--- src/rtl/multicycle_controller.sv ---
// Control FSM for the shared-ALU, shared-memory multicycle RISC-V datapath.
// Sequences fetch/decode/execute/memory/writeback and tracks retirements and traps.
module multicycle_controller #(
    parameter int MEM_TIMEOUT = 15,
    parameter int CNT_W       = 32
) (
    input  logic             clk,
    input  logic             reset,
    input  logic [6:0]       opcode,
    input  logic [2:0]       funct3,
    input  logic             alu_zero,
    input  logic             mem_ready,
    output logic             mem_req,
    output logic             mem_we,
    output logic             addr_sel,
    output logic             ir_write,
    output logic             pc_write,
    output logic             pc_src,
    output logic [1:0]       alu_src_a,
    output logic [1:0]       alu_src_b,
    output logic [1:0]       alu_op,
    output logic             reg_write,
    output logic             wb_sel,
    output logic             illegal_instr,
    output logic             mem_timeout,
    output logic [CNT_W-1:0] retired_count,
    output logic [3:0]       state_dbg
);

    typedef enum logic [3:0] {
        S_IDLE      = 4'd0,
        S_FETCH     = 4'd1,
        S_DECODE    = 4'd2,
        S_MEM_ADDR  = 4'd3,
        S_MEM_READ  = 4'd4,
        S_MEM_WRITE = 4'd5,
        S_WB_MEM    = 4'd6,
        S_EXEC_ALUI = 4'd7,
        S_WB_ALU    = 4'd8,
        S_BRANCH    = 4'd9,
        S_TRAP      = 4'd10
    } state_t;

    localparam logic [6:0] OP_ALUI   = 7'b0010011;
    localparam logic [6:0] OP_LOAD   = 7'b0000011;
    localparam logic [6:0] OP_STORE  = 7'b0100011;
    localparam logic [6:0] OP_BRANCH = 7'b1100011;

    // The stall counter only needs to reach MEM_TIMEOUT-1; the next stall traps.
    localparam int STALL_W = (MEM_TIMEOUT > 1) ? $clog2(MEM_TIMEOUT) : 1;
    localparam logic [STALL_W-1:0] STALL_LAST = STALL_W'((MEM_TIMEOUT > 0) ? MEM_TIMEOUT - 1 : 0);

    state_t             state_q, state_d;
    logic [STALL_W-1:0] stall_q, stall_d;
    logic [CNT_W-1:0]   count_q;
    logic               illegal_q, timeout_q;
    logic               retire, setIllegal, setTimeout, memWait;

    always_ff @(posedge clk or posedge reset) begin
        if (reset) begin
            state_q   <= S_IDLE;
            stall_q   <= '0;
            count_q   <= '0;
            illegal_q <= 1'b0;
            timeout_q <= 1'b0;
        end else begin
            state_q <= state_d;
            stall_q <= stall_d;
            if (retire)     count_q   <= count_q + CNT_W'(1);
            if (setIllegal) illegal_q <= 1'b1;
            if (setTimeout) timeout_q <= 1'b1;
        end
    end

    always_comb begin
        state_d    = state_q;
        stall_d    = '0;
        retire     = 1'b0;
        setIllegal = 1'b0;
        setTimeout = 1'b0;
        memWait    = 1'b0;
        mem_req    = 1'b0;
        mem_we     = 1'b0;
        addr_sel   = 1'b0;
        ir_write   = 1'b0;
        pc_write   = 1'b0;
        pc_src     = 1'b0;
        alu_src_a  = 2'b00;
        alu_src_b  = 2'b00;
        alu_op     = 2'b00;
        reg_write  = 1'b0;
        wb_sel     = 1'b0;

        unique case (state_q)
            S_IDLE: state_d = S_FETCH;
            S_FETCH: begin
                mem_req   = 1'b1;
                alu_src_b = 2'b01;
                if (mem_ready) begin
                    ir_write = 1'b1;
                    pc_write = 1'b1;
                    state_d  = S_DECODE;
                end else begin
                    memWait = 1'b1;
                end
            end
            S_DECODE: begin
                alu_src_a = 2'b10;
                alu_src_b = 2'b10;
                if (opcode == OP_ALUI) begin
                    state_d = S_EXEC_ALUI;
                end else if (opcode == OP_LOAD || opcode == OP_STORE) begin
                    state_d = S_MEM_ADDR;
                end else if (opcode == OP_BRANCH && funct3[2:1] == 2'b00) begin
                    state_d = S_BRANCH;
                end else begin
                    state_d    = S_TRAP;
                    setIllegal = 1'b1;
                end
            end
            S_MEM_ADDR: begin
                alu_src_a = 2'b01;
                alu_src_b = 2'b10;
                state_d   = (opcode == OP_STORE) ? S_MEM_WRITE : S_MEM_READ;
            end
            S_MEM_READ: begin
                mem_req  = 1'b1;
                addr_sel = 1'b1;
                if (mem_ready) state_d = S_WB_MEM;
                else           memWait = 1'b1;
            end
            S_MEM_WRITE: begin
                mem_req  = 1'b1;
                mem_we   = 1'b1;
                addr_sel = 1'b1;
                if (mem_ready) begin
                    state_d = S_FETCH;
                    retire  = 1'b1;
                end else begin
                    memWait = 1'b1;
                end
            end
            S_WB_MEM: begin
                reg_write = 1'b1;
                wb_sel    = 1'b1;
                state_d   = S_FETCH;
                retire    = 1'b1;
            end
            S_EXEC_ALUI: begin
                alu_src_a = 2'b01;
                alu_src_b = 2'b10;
                alu_op    = 2'b10;
                state_d   = S_WB_ALU;
            end
            S_WB_ALU: begin
                reg_write = 1'b1;
                state_d   = S_FETCH;
                retire    = 1'b1;
            end
            S_BRANCH: begin
                alu_src_a = 2'b01;
                alu_op    = 2'b01;
                pc_src    = 1'b1;
                pc_write  = alu_zero ^ funct3[0];
                state_d   = S_FETCH;
                retire    = 1'b1;
            end
            S_TRAP: state_d = S_TRAP;
            default: state_d = S_IDLE;
        endcase

        // A completing handshake never reaches here, so completion beats the timeout.
        if (memWait && MEM_TIMEOUT > 0) begin
            if (stall_q == STALL_LAST) begin
                state_d    = S_TRAP;
                setTimeout = 1'b1;
            end else begin
                stall_d = stall_q + STALL_W'(1);
            end
        end
    end

    assign illegal_instr = illegal_q;
    assign mem_timeout   = timeout_q;
    assign retired_count = count_q;
    assign state_dbg     = state_q;

endmodule

--- config.mk ---
export PLATFORM = sky130hd
export DESIGN_NAME = multicycle_controller
export DESIGN_NICKNAME = d
export VERILOG_FILES = /design/src/rtl/multicycle_controller.sv
export SDC_FILE = /design/constraint.sdc
export NUM_CORES = 1
export LEC_CHECK = 0
export ABC_CLOCK_PERIOD_IN_PS = 1820
export CAP_MARGIN = 20
export CORE_MARGIN = 4
export CORE_UTILIZATION = 43
export CTS_BUF_LIST = sky130_fd_sc_hd__clkbuf_8 sky130_fd_sc_hd__clkbuf_16
export CTS_CLUSTER_SIZE = 16
export DETAILED_ROUTE_END_ITERATION = 7
export GPL_TIMING_DRIVEN = 0
export PLACE_DENSITY = 0.76
export SYNTH_ARGS = -nofsm -noshare
export SYNTH_HDL_FRONTEND = slang
export SYNTH_SLANG_ARGS = --single-unit
--- constraint.sdc ---
create_clock -name clk -period 1.82 [get_ports clk]
set_clock_uncertainty 0.05 [all_clocks]
set_input_delay 0.182 -clock clk [delete_from_list [all_inputs] [get_ports clk]]
set_output_delay 0.182 -clock clk [all_outputs]
set_load 0.01 [all_outputs]
After elaboration in Yosys (flattened, before gate mapping)
Cells that the tools add are included.
Word-level totals
  register bits after elaboration: 42
  bits of input ports: 14
  output and inout bits: 52
  logic and storage cells: 67
Cells by class
  $add $sub $neg: 2
  equality and inequality tests: 15
  muxes and demuxes: 33
  bitwise gates (word level): 1
  reduce and logical (&&, ||, !) cells: 11
Operators by type and width (count)
  4-bit 2-to-1 mux: 9
  32-bit by 1-bit adder with 32-bit output (second input constant): 1
  4-bit case mux with 8 select lines: 1
  1-bit 2-to-1 mux: 17
  4-bit by 3-bit equality test with 1-bit output (second input constant): 4
  4-bit equality test (second input constant): 4
  2-bit case mux with 2 select lines: 3
  3-bit OR reduction: 4
  4-bit by 2-bit equality test with 1-bit output (second input constant): 2
  7-bit by 2-bit equality test with 1-bit output (second input constant): 1
  7-bit by 5-bit equality test with 1-bit output (second input constant): 1
  7-bit by 6-bit equality test with 1-bit output (second input constant): 1
  7-bit equality test (second input constant): 1
  4-bit by 1-bit adder with 4-bit output (second input constant): 1
  4-bit by 1-bit equality test with 1-bit output (second input constant): 1
  4-bit zero test: 1
  1-bit case mux with 2 select lines: 2
  2-bit OR reduction: 2
  4-bit OR reduction: 1
  2-bit zero test: 1
  2-bit 2-to-1 mux: 1
  1-bit logical AND: 1
  1-bit logical OR: 1
  1-bit XOR: 1

Logic depth before layout (Yosys ltp)
Gate-level depths: netlist (run 1).
  depth after elaboration: 8
  depth in mapped cells: 7
  gate-level depth less buffers: 5

Worst setup path after synthesis (run 1)
Ideal clock, no wire load.
  path type: register to register
  from: reg state_q[2] (netlist: state_dbg[2])
  to: reg count_q[11] (netlist: retired_count[11])
  setup time: 138 ps
  data arrival time: 1699 ps
  data required time: 1632 ps
  path slack: -67 ps
  cell stages (with the launch flop): 7
  path buffers: 2
  clock period less this slack: 1887 ps
  path through: dfrtp_1 > buf_2 > and4bb_4 > a211oi_4 > buf_2 > nor4_1 > xor2_1
On the way
  cells in the longest elaborated chain, start to end: 3
  elaborated cells between the ends (all ways): 6
  those cells by class: eq/ne: 4; mux: 1; reduce/logical: 1
RTL lines
  start: declaration: line 53  | state_t state_q, state_d;
  start signal: assignment: line 67  | state_q <= state_d;
  4-bit equality test / 4-bit by 3-bit equality test with 1-bit output (equally long branches): line 94  | unique case (state_q)
  3-bit OR reduction (no line)
  1-bit case mux with 2 select lines (*): line 94
  end signal: assignment: line 69  | if (retire) count_q <= count_q + CNT_W'(1);
  end: declaration: line 55  | logic [CNT_W-1:0] count_q;
Mark *: on every way between the ends. The rest lies on a longest branch, timed or not.
A chain may end at the register's enable or synchronous reset.

Worst setup path in the final report (run 1)
  from: reg state_q[0] (netlist: state_dbg[0])
  to: out alu_op[1]
On the way
  cells in the longest elaborated chain, start to end: 2
  elaborated cells between the ends (all ways): 3
  those cells by class: eq/ne: 2; mux: 1
RTL lines
  4-bit equality test / 4-bit by 3-bit equality test with 1-bit output (equally long branches): line 94
  2-bit case mux with 2 select lines (*): line 94
  end: declaration: line 21  | output logic [1:0] alu_op,
Marked as above.

==> reports/summary.md, run 1 <==
The run finished with clean final reports. In this run the static leakage power is 1.57 nW. Prevailing post-synth register cell: sky130_fd_sc_hd__dfrtp_1. During placement, the flow inserted port buffers numbering 64.

The worst IR drop on VDD is 0.832 mV, and the final critical-path setup slack is 0.0340 ns. The critical path in this run is classified as flop to output port. Combinational family with the most area after synthesis: simple AND/OR/NAND/NOR gates. The count of final max-slew check failures was 0; the all-layer global routing usage was 18.3%. The XOR/XNOR share of the synthesized area is 12.5%. The top cell type by total area after synthesis is sky130_fd_sc_hd__dfrtp_1. For this design, the sink count on the clock tree is 42.

The worst hold path belongs to the class primary input to flop. The die is 82.3 um tall. The post-place setup slack was -0.380 ns.

At the worst endpoint, the required time is 1.59 ns. Setup violations remaining at the end of the flow were counted as 0. The worst setup path is launched from a flop. The synthesis-to-finish area growth was 48.7%; the instance count of the mapped netlist was 236.

Measured along the x axis, the die boundary spans 82.3 um. Clock-pin slew was measured on the worst setup and hold paths at 0.08 ns. Yosys mapped a number of flops with a built-in enable equal to 0. The proportion of netlist area held by the largest area contributor works out to 44.2%. Sorting the synthesized cells by how often they occur yields sky130_fd_sc_hd__dfrtp_1 (42), sky130_fd_sc_hd__xnor2_1 (21), sky130_fd_sc_hd__nand2_1 (18), sky130_fd_sc_hd__nor2_1 (18), sky130_fd_sc_hd__nand4_1 (16). Data arrives at the worst endpoint at 1.55 ns. The tools report the via count of the routed design as 2140. The logs give 0 for the initial antenna violation count and 0.30 ns for the clock latency at the later pin of the worst-skew pair. The number of different library cells used by synthesis comes to 52. After the last flow step, the layout net total stands at 346. The share of the clock period used by the worst path after layout works out to 98.1%. Once the floorplan was initialized, standard cells occupied 45.4% of the core. For this run, the register share of the synthesized area comes to 44.2%. The largest fanout on the critical path was 10; the proportion of layout cells with a drive suffix above 1 was 25.5%. For the hold violation total from the final report, the log shows 0. The logs give 43 for the largest net degree at the start of global routing and 0.00238 mm^2 for the area of the mapped netlist. In this run, CTS created clock tree buffers numbering 5. TritonCTS built the clock tree. The synthesis warning total was 0.

For the count of antenna diodes in the layout, the log shows 0. For the number of max-capacitance violations reported, the log shows 0. Synthesis produced a netlist with a net count of 253. The placeable core region was 0.00524 mm^2. After global routing the overflow that remains totals 0.

The worst hold path begins at mem_ready. Achievable clock frequency: 0.560 GHz. Excluding fillers, the count of instances in the completed layout stands at 400. In this run the deepest clock path goes through 2 buffers. The detailed router finished its first iteration with 96 violations. Fill cells in the final layout number 387.

Once detail routing completed, the nets flagged for antenna violations numbered 0. In the final routed layout, each cell accounts on average for 15.1 um. Counting flops with an async set or reset pin after synthesis yields a share of 100%.

After Yosys synthesis, and, or, nand and nor cells account for 30.4% of the synthesized area. For the detailed-route DRC error count, the log shows 0. Dividing the detail-routed via count by the number of cells gives 5.35. The clock root buffer was sky130_fd_sc_hd__clkbuf_8. Summing the areas of all compound-gate instances in the mapped netlist gives 6.95% of the synthesized area.

The H-tree was split into 2 levels. Adding up every negative setup slack in the final design gives 0 ns. In the post-synthesis netlist, the cell with the most instances is sky130_fd_sc_hd__dfrtp_1. Headroom to the max-slew limit came out at 41.9%. For this design the ratio of total power to cell area is 1000 mW/mm^2. Before antenna repair, the detailed router went through 4 iterations. The first global-routing pass estimated 9.63 mm of wire. Detailed placement finished with a half-perimeter wire length of 4.06 mm.

Setup repair after global routing could not meet its margin everywhere. Row generation in the floorplan step produced 26 rows. The worst register-to-register path begins at state_dbg[3]$_DFF_PP0_. Count of pins on the block boundary: 66. The most critical setup path has its startpoint at state_dbg[0]$_DFF_PP0_.

The adder and majority cell fraction of the synthesized area was 1.58%; the minimum clock period after layout was 1.79 ns. The post-synthesis mux area share was 0.421%. STA classifies the critical path endpoint as an output port. The synthesized design contains 42 register bits. The placer's final routability congestion estimate is 0.824, and the actual slew at the worst max-slew pin is 0.870 ns. The die footprint came out at 0.00678 mm^2. The tools report the placed instance count as 370. The run gives 2076 as the via count of the first global-routing pass.

For the final routed wirelength across all metal layers, the log shows 6.06 mm. By area the synthesized netlist is led by sky130_fd_sc_hd__dfrtp_1 (44%), sky130_fd_sc_hd__xnor2_1 (7.7%), sky130_fd_sc_hd__xor2_1 (4.8%), sky130_fd_sc_hd__nand4_1 (4.2%), sky130_fd_sc_hd__nand2_1 (2.8%). The mean instance size in the synthesized netlist was 10.1 um^2.
report_power, final:
group	internal [mW]	switching [mW]	total (mW)
sequential	1.04	0.134	1.18
combinational	0.860	0.896	1.76
clock	0.270	0.336	0.606
final timing paths:
kind                            slack (ns)                             to  cells after the start
worst max-delay path                  0.03                      alu_op[1]                      4
worst min-delay path                  0.27           stall_q[1]$_DFF_PP0_                      4
worst max register to register        0.05  retired_count[21]$_DFFE_PP0P_                      6
worst min register to register        0.42  retired_count[31]$_DFFE_PP0P_                      1
max in group asynchronous             0.78   retired_count[0]$_DFFE_PP0P_                      2
min in group asynchronous             0.33   retired_count[6]$_DFFE_PP0P_                      2
critical path: stages, from the launching register on:
cell	delay (ns)
sky130_fd_sc_hd__dfrtp_2	0.43
sky130_fd_sc_hd__buf_2	0.25
sky130_fd_sc_hd__nand2_1	0.13
sky130_fd_sc_hd__nor2_1	0.16
sky130_fd_sc_hd__dlygate4sd2_1	0.29
metrics by stage:
step / util (%) / total power [mW] / hold slack (ns) / area, um^2
detailed placement: 59.5 / 2.57 / 0.407 / 3120
floorplan: - / 1.97 / 0.307 / 2390
finish: 67.5 / 3.54 / 0.271 / 3530
CTS: 64.9 / 3.40 / 0.264 / 3400
global route: 67.5 / 3.75 / 0.320 / 3530
global placement: 59.5 / 2.55 / 0.401 / 3120
placed cells by master (no fill, tap or decap), drive strengths merged, types with 3 or more instances in the layout:
cell type,instances
nor4,10
clkbuf,14
clkdlybuf4s50,50
xor2,13
nand4,17
and3,4
xnor2,21
buf,31
dlygate4sd2,6
nand3,12
nor2,18
and2,6
or4,3
a21oi,7
nor4b,3
nor3,7
nand2b,3
nand2,18
inv,8
dfrtp,42
ha,3
registers in the layout (all words and copies together), names as in the netlist:
| name | flops |
|---|---|
| retired_count | 32 |
| stall_q | 4 |
| state_dbg | 4 |
| illegal_instr | 1 |
| mem_timeout | 1 |
routing by layer:
layer / vias up / GRT usage (%) / routed length, um
li1: 1031 / - / -
met1: 1035 / 23.1 / 2560
met2: 65 / 30.8 / 3100
met3: 9 / 4.56 / 335
met4: 0 / 5.48 / 72
met5: - / 0 / 0
logic make-up after synthesis:
group,after synthesis
AND/OR/NAND/NOR,113
multiplexers,1
flip-flops,42
buffers and inverters,20
adder cells (fa/ha/maj),3
AO/OA/AOI/OAI,23
XOR/XNOR,34
cell type report:
cell class,count,area [um^2],share of cell area (%)
multi-input cells,174,1350,38.1
flip-flops and latches,42,1060,30.1
repair buffers,86,805,22.8
plain buffers,12,114,3.22
well taps,70,87.6,2.48
clock buffers,5,68.8,1.95
inverters,8,30.0,0.850
clock inverters,3,21.3,0.602
what timing repair did:
item	CTS	global route
gates cloned	0	1
pin swaps	7	6
buffers inserted	11	10
resized for setup	50	24
hold buffers	0	0
setup endpoints to repair	41	32
No activity file was read; power rests on OpenSTA's default activity.
==> inputs of run 2 (changes only) <==
ABC_AREA = 1   (was default)
CORE_UTILIZATION = 45   (was 43)
==> run 2 against run 1 <==
Compared with the run above: clock-buffer cell count stayed put; critical path depth is 1 higher; die area is 11% higher; first-iteration DRC count is 80% higher; non-clock buffer count is 17 lower; global-route usage is 4.7 points higher; sequential share of layout area is 2.1 points lower; synthesized cell count is 83% higher; design area is 6.8% higher; critical path type unchanged; highest routed layer unchanged.
==> reports/summary.md, run 2 <==
The flow ran to the end, and the final reports show no timing, DRC or antenna violations. The area of the mapped netlist was 0.00279 mm^2 (+17%). The post-synthesis mux area share is 0% (-0.42 points).

The logs give 3082 (+48%) for the via count of the first global-routing pass and 0 (unchanged) for the number of setup violations in the final report. For the number of buffers between clock root and the deepest sink, the log shows 2 (unchanged). The total overflow reported by the global router was 0 (unchanged); the fraction of power consumed by the clock network was 43.8% (+27 points).

The tools report the die footprint as 0.00752 mm^2 (+11%). STA classifies the critical path endpoint as an output port. The tools report the share of the yosys chip area belonging to registers as 37.7% (-6.6 points).

Library cell appearing most often on the critical path: sky130_fd_sc_hd__nor2_4. Number of nets still failing antenna checks after routing: 0 (unchanged). The run gives 1.78 mW (-50%) as the post-route total power.

The mean instance size in the synthesized netlist came out at 6.44 um^2 (-36%). The combinational fraction of design power is 3.7% (-46 points). For the count of antenna diodes in the layout, the log shows 0 (unchanged). Placeable core region: 0.00596 mm^2 (+14%).

The largest fanout on the critical path is 4 (-6). The number of flip-flops in the largest register works out to 32 (unchanged). All-layer global routing usage: 23.0% (+4.7 points). Setup repair after global routing left no endpoint under its margin. Count of port buffers added during placement: 65 (+1.6%). The run gives 0 (unchanged) as the count of final max-slew check failures. The number of rows created at floorplan is 28 (+7.7%), and the final routed wirelength across all metal layers is 8.11 mm (+34%). The endpoint required time on the critical path is 1.59 ns (about the same). Register bit count reported by yosys: 42 (unchanged).

The routed length per placed instance is 13.7 um (-9.4%). The minimum clock period after layout was 1.75 ns (-0.0392 ns). The area share of and/or/nand/nor cells after synthesis was 45.9% (+15 points). In the layout the commonest cells are sky130_fd_sc_hd__nand2_1 (182), sky130_fd_sc_hd__nor2_1 (59), sky130_fd_sc_hd__clkdlybuf4s50_1 (51), sky130_fd_sc_hd__inv_1 (43), sky130_fd_sc_hd__dfrtp_1 (39).

TritonCTS built the clock tree. Clock latency at the later pin of the worst-skew pair: 0.31 ns (about the same). The slowest stage of the critical path is the sky130_fd_sc_hd__dfrtp_2 cell.

In this run the worst hold path is classified as primary input to async pin. The biggest area contributor in the post-synthesis netlist is sky130_fd_sc_hd__dfrtp_1. The TritonCTS buffer count was 5 (unchanged). For the post-synthesis cell type count, the log shows 25 (-52%). The logs give 66 (unchanged) for the count of pins on the block boundary and 0 ns (unchanged) for the aggregate negative setup slack.

Sorting the synthesized cells by how often they occur yields sky130_fd_sc_hd__nand2_1 (183), sky130_fd_sc_hd__nor2_1 (64), sky130_fd_sc_hd__inv_1 (47). Source of the worst register-to-register timing path: retired_count[0]$_DFFE_PP0P_. The number of max-capacitance violations reported is 0 (unchanged), and the actual slew at the worst max-slew pin is 0.339 ns (-0.530 ns). The tree is rooted in a sky130_fd_sc_hd__clkbuf_8. The die boundary height was 86.7 um (+5.4%); the number of enable flip-flop cells after synthesis was 0 (unchanged).

Placed instance count: 574 (+55%). For the leakage power, the log shows 1.81 nW (+15%). Switching share of power: 22.5% (-16 points). Capturing element of the worst setup path: ir_write. The adder and majority cell fraction of the synthesized area is 1.35% (-0.23 points), and the non-filler instance count after layout is 591 (+48%). STA classifies the critical path startpoint as a flop. The total of fill cells in the finished design is 570 (+47%). The critical path is of the flop to output port type. The logs give 0.349 mV (-58%) for the worst IR drop on VDD and 0 (unchanged) for the initial antenna violation count. The post-synthesis async set-or-reset flop share is 100% (unchanged), and the proportion of netlist area held by the largest area contributor is 37.7% (-6.6 points).

Net switching power: 0.399 mW (-71%). The via count of the routed design is 3041 (+42%), and the placer's final routability congestion estimate is 0.967 (+17%). The total number of nets in the final design came out at 532 (+54%).

The share of the clock period used by the worst path after layout is 96.0% (-2.2 points), and the number of buffers added to fix hold violations after cts is 0 (unchanged). The HPWL after detailed placement is 6.03 mm (+49%), and the number of H-tree levels is 2 (unchanged). Clock edge transition at the registers on the reported setup and hold paths: 0.09 ns (about the same). The combinational family with the most area after synthesis is simple AND/OR/NAND/NOR gates. The instance count of the mapped netlist came out at 433 (+83%).

The run gives 0.00155 mm^2 (+15%) as the area occupied by multi-input gates. The number of cells on the worst reg-to-reg path works out to 10 (+4). The tools report the achievable clock frequency as 0.572 GHz (+2.2%).

The cell-internal power was 1.38 mW (-37%). The launching instance or port of the critical path was state_dbg[2]$_DFF_PP0_. The run gives 0 (unchanged) as the synthesis warning total. In the post-synthesis netlist, the biggest area contributors are sky130_fd_sc_hd__dfrtp_1 (38%), sky130_fd_sc_hd__nand2_1 (25%), sky130_fd_sc_hd__nor2_1 (8.6%), sky130_fd_sc_hd__inv_1 (6.3%), sky130_fd_sc_hd__nand3_1 (4.3%). The number of clock sinks is 42 (unchanged), and the largest net degree at the start of global routing is 37 (-14%). Yosys instantiated no cell more often than sky130_fd_sc_hd__nand2_1.

Area of all sequential standard cells: 0.00105 mm^2 (-0.71%). Traced cell by cell, the critical path runs through buf_4 -> nor2_4 -> nand2_4 -> nor2_4 -> dlygate4sd2_1. The post-synthesis net count was 450 (+78%); the critical path's largest stage delay was 0.41 ns (-0.02 ns). Proportion of layout cells with a drive suffix above 1: 10.9% (-15 points). Leaving out fill and tap cells, the most frequent cell in the layout is sky130_fd_sc_hd__nand2_1. The tools report the endpoint of the most critical register-to-register path as retired_count[30]$_DFFE_PP0P_.

First-pass iteration count of the detailed router: 5 (+1). The tools report the worst slew slack as a fraction of its limit as 77.3% (+35 points). The power density over the cells was 471 mW/mm^2 (-53%); the XOR/XNOR share of the synthesized area was 2.20% (-10 points).

The starting density of the core is 46.8% (+1.5 points), and the compound-gate portion of the synthesized area is 4.04% (-2.9 points). The horizontal die dimension is 86.7 um (+5.4%), and the register share of total power is 52.5% (+19 points). The number of violations reported at the end of detailed-routing iteration 0 is 173 (+80%), and the worst path arrival time is 1.51 ns (-0.04 ns).

For the slack of the worst reg-to-reg path, the log shows 0.18 ns (+0.13 ns). Detailed-route vias per instance: 5.15 (-3.8%). Relative to the synthesized area, the layout overhead comes to 35.2%.

The hold violation total from the final report is 0 (unchanged), and the global-route wire length before repair is 13.9 mm (+44%). For the detailed-route DRC error count, the log shows 0 (unchanged). In the synthesized netlist the dominant register cell turns out to be sky130_fd_sc_hd__dfrtp_1.
run 2: changes by cell type after synthesis, sizes merged, moves of 8 or more:
cell	change
nand2	+166
nor2	+55
inv	+42
xnor2	-20
nand3	+13
nor4	-10
o21ai	+9
nand4	-8
run 2: stage by stage:
stage	cell area, um^2	setup WS, ns	hold slack, ns	util [%]
2_1_floorplan	2790	0.269	0.302	-
3_3_place_gp	3530	-0.319	0.401	59.3
3_5_place_dp	3550	-0.127	0.369	59.7
4_1_cts	3750	0.00457	0.0387	62.9
5_1_grt	3770	0.00233	0.0382	63.4
6_report	3770	0.0732	0.0342	63.4
run 2: what timing repair did:
| action | 4_1_cts | 5_1_grt |
|---|---|---|
| setup endpoints to repair | 14 | 9 |
| gates resized for setup | 28 | 10 |
| buffers inserted | 8 | 1 |
| pin swaps | 0 | 2 |
run 2: critical path, delay by kind of cell (launching register included):
family,cells,cell delay [ns]
buffers and inverters,2,0.43
AND/OR/NAND/NOR,3,0.36
flip-flops,1,0.41
run 2: per-layer routing:
metal / vias up / share of wire [%] / global-route usage, %
met3: 17 / 5.7 / 4.85
met5: - / 0 / 0
met4: 0 / 2.3 / 7.93
met2: 89 / 51 / 40.9
met1: 1430 / 41 / 27.3
li1: 1505 / - / -
run 2: how the worst min path moves through the flow:
stage,from,end,cells after the start
final,reset,illegal_instr$_DFFE_PP0P_,2
after global routing,reset,mem_timeout$_DFFE_PP0P_,2
after CTS,reset,mem_timeout$_DFFE_PP0P_,2
after detailed placement,reset,mem_timeout$_DFFE_PP0P_,2
after global placement,mem_timeout$_DFFE_PP0P_,mem_timeout$_DFFE_PP0P_,2
after floorplan,mem_ready,state_dbg[1]$_DFF_PP0_,2
run 2: logic make-up (layout without fill, tap and decap cells):
family	after synthesis	in the layout
fa+ha+maj	3	3
xor+xnor	7	7
compound gates	21	21
simple gates	303	303
buf+inv	57	140
flops	42	42
run 2: cell type report:
class | instances | area share, %
Buffer | 6 | 1.49
Clock buffer | 5 | 1.82
Clock inverter | 3 | 1.16
Inverter | 51 | 5.07
Multi-Input combinational cell | 334 | 41.0
Sequential cell | 42 | 28.0
Tap cell | 75 | 2.49
Timing Repair Buffer | 75 | 19.0
run 2: power groups by stage:
stage / Sequential [mW] / Combinational [mW] / Clock, mW
after global routing: 0.932 / 0.0734 / 0.831
after CTS: 0.932 / 0.0674 / 0.790
after global placement: 0.951 / 0.0594 / 0
final: 0.932 / 0.0653 / 0.778
after floorplan: 0.951 / 0.0221 / 0
after detailed placement: 0.951 / 0.0666 / 0
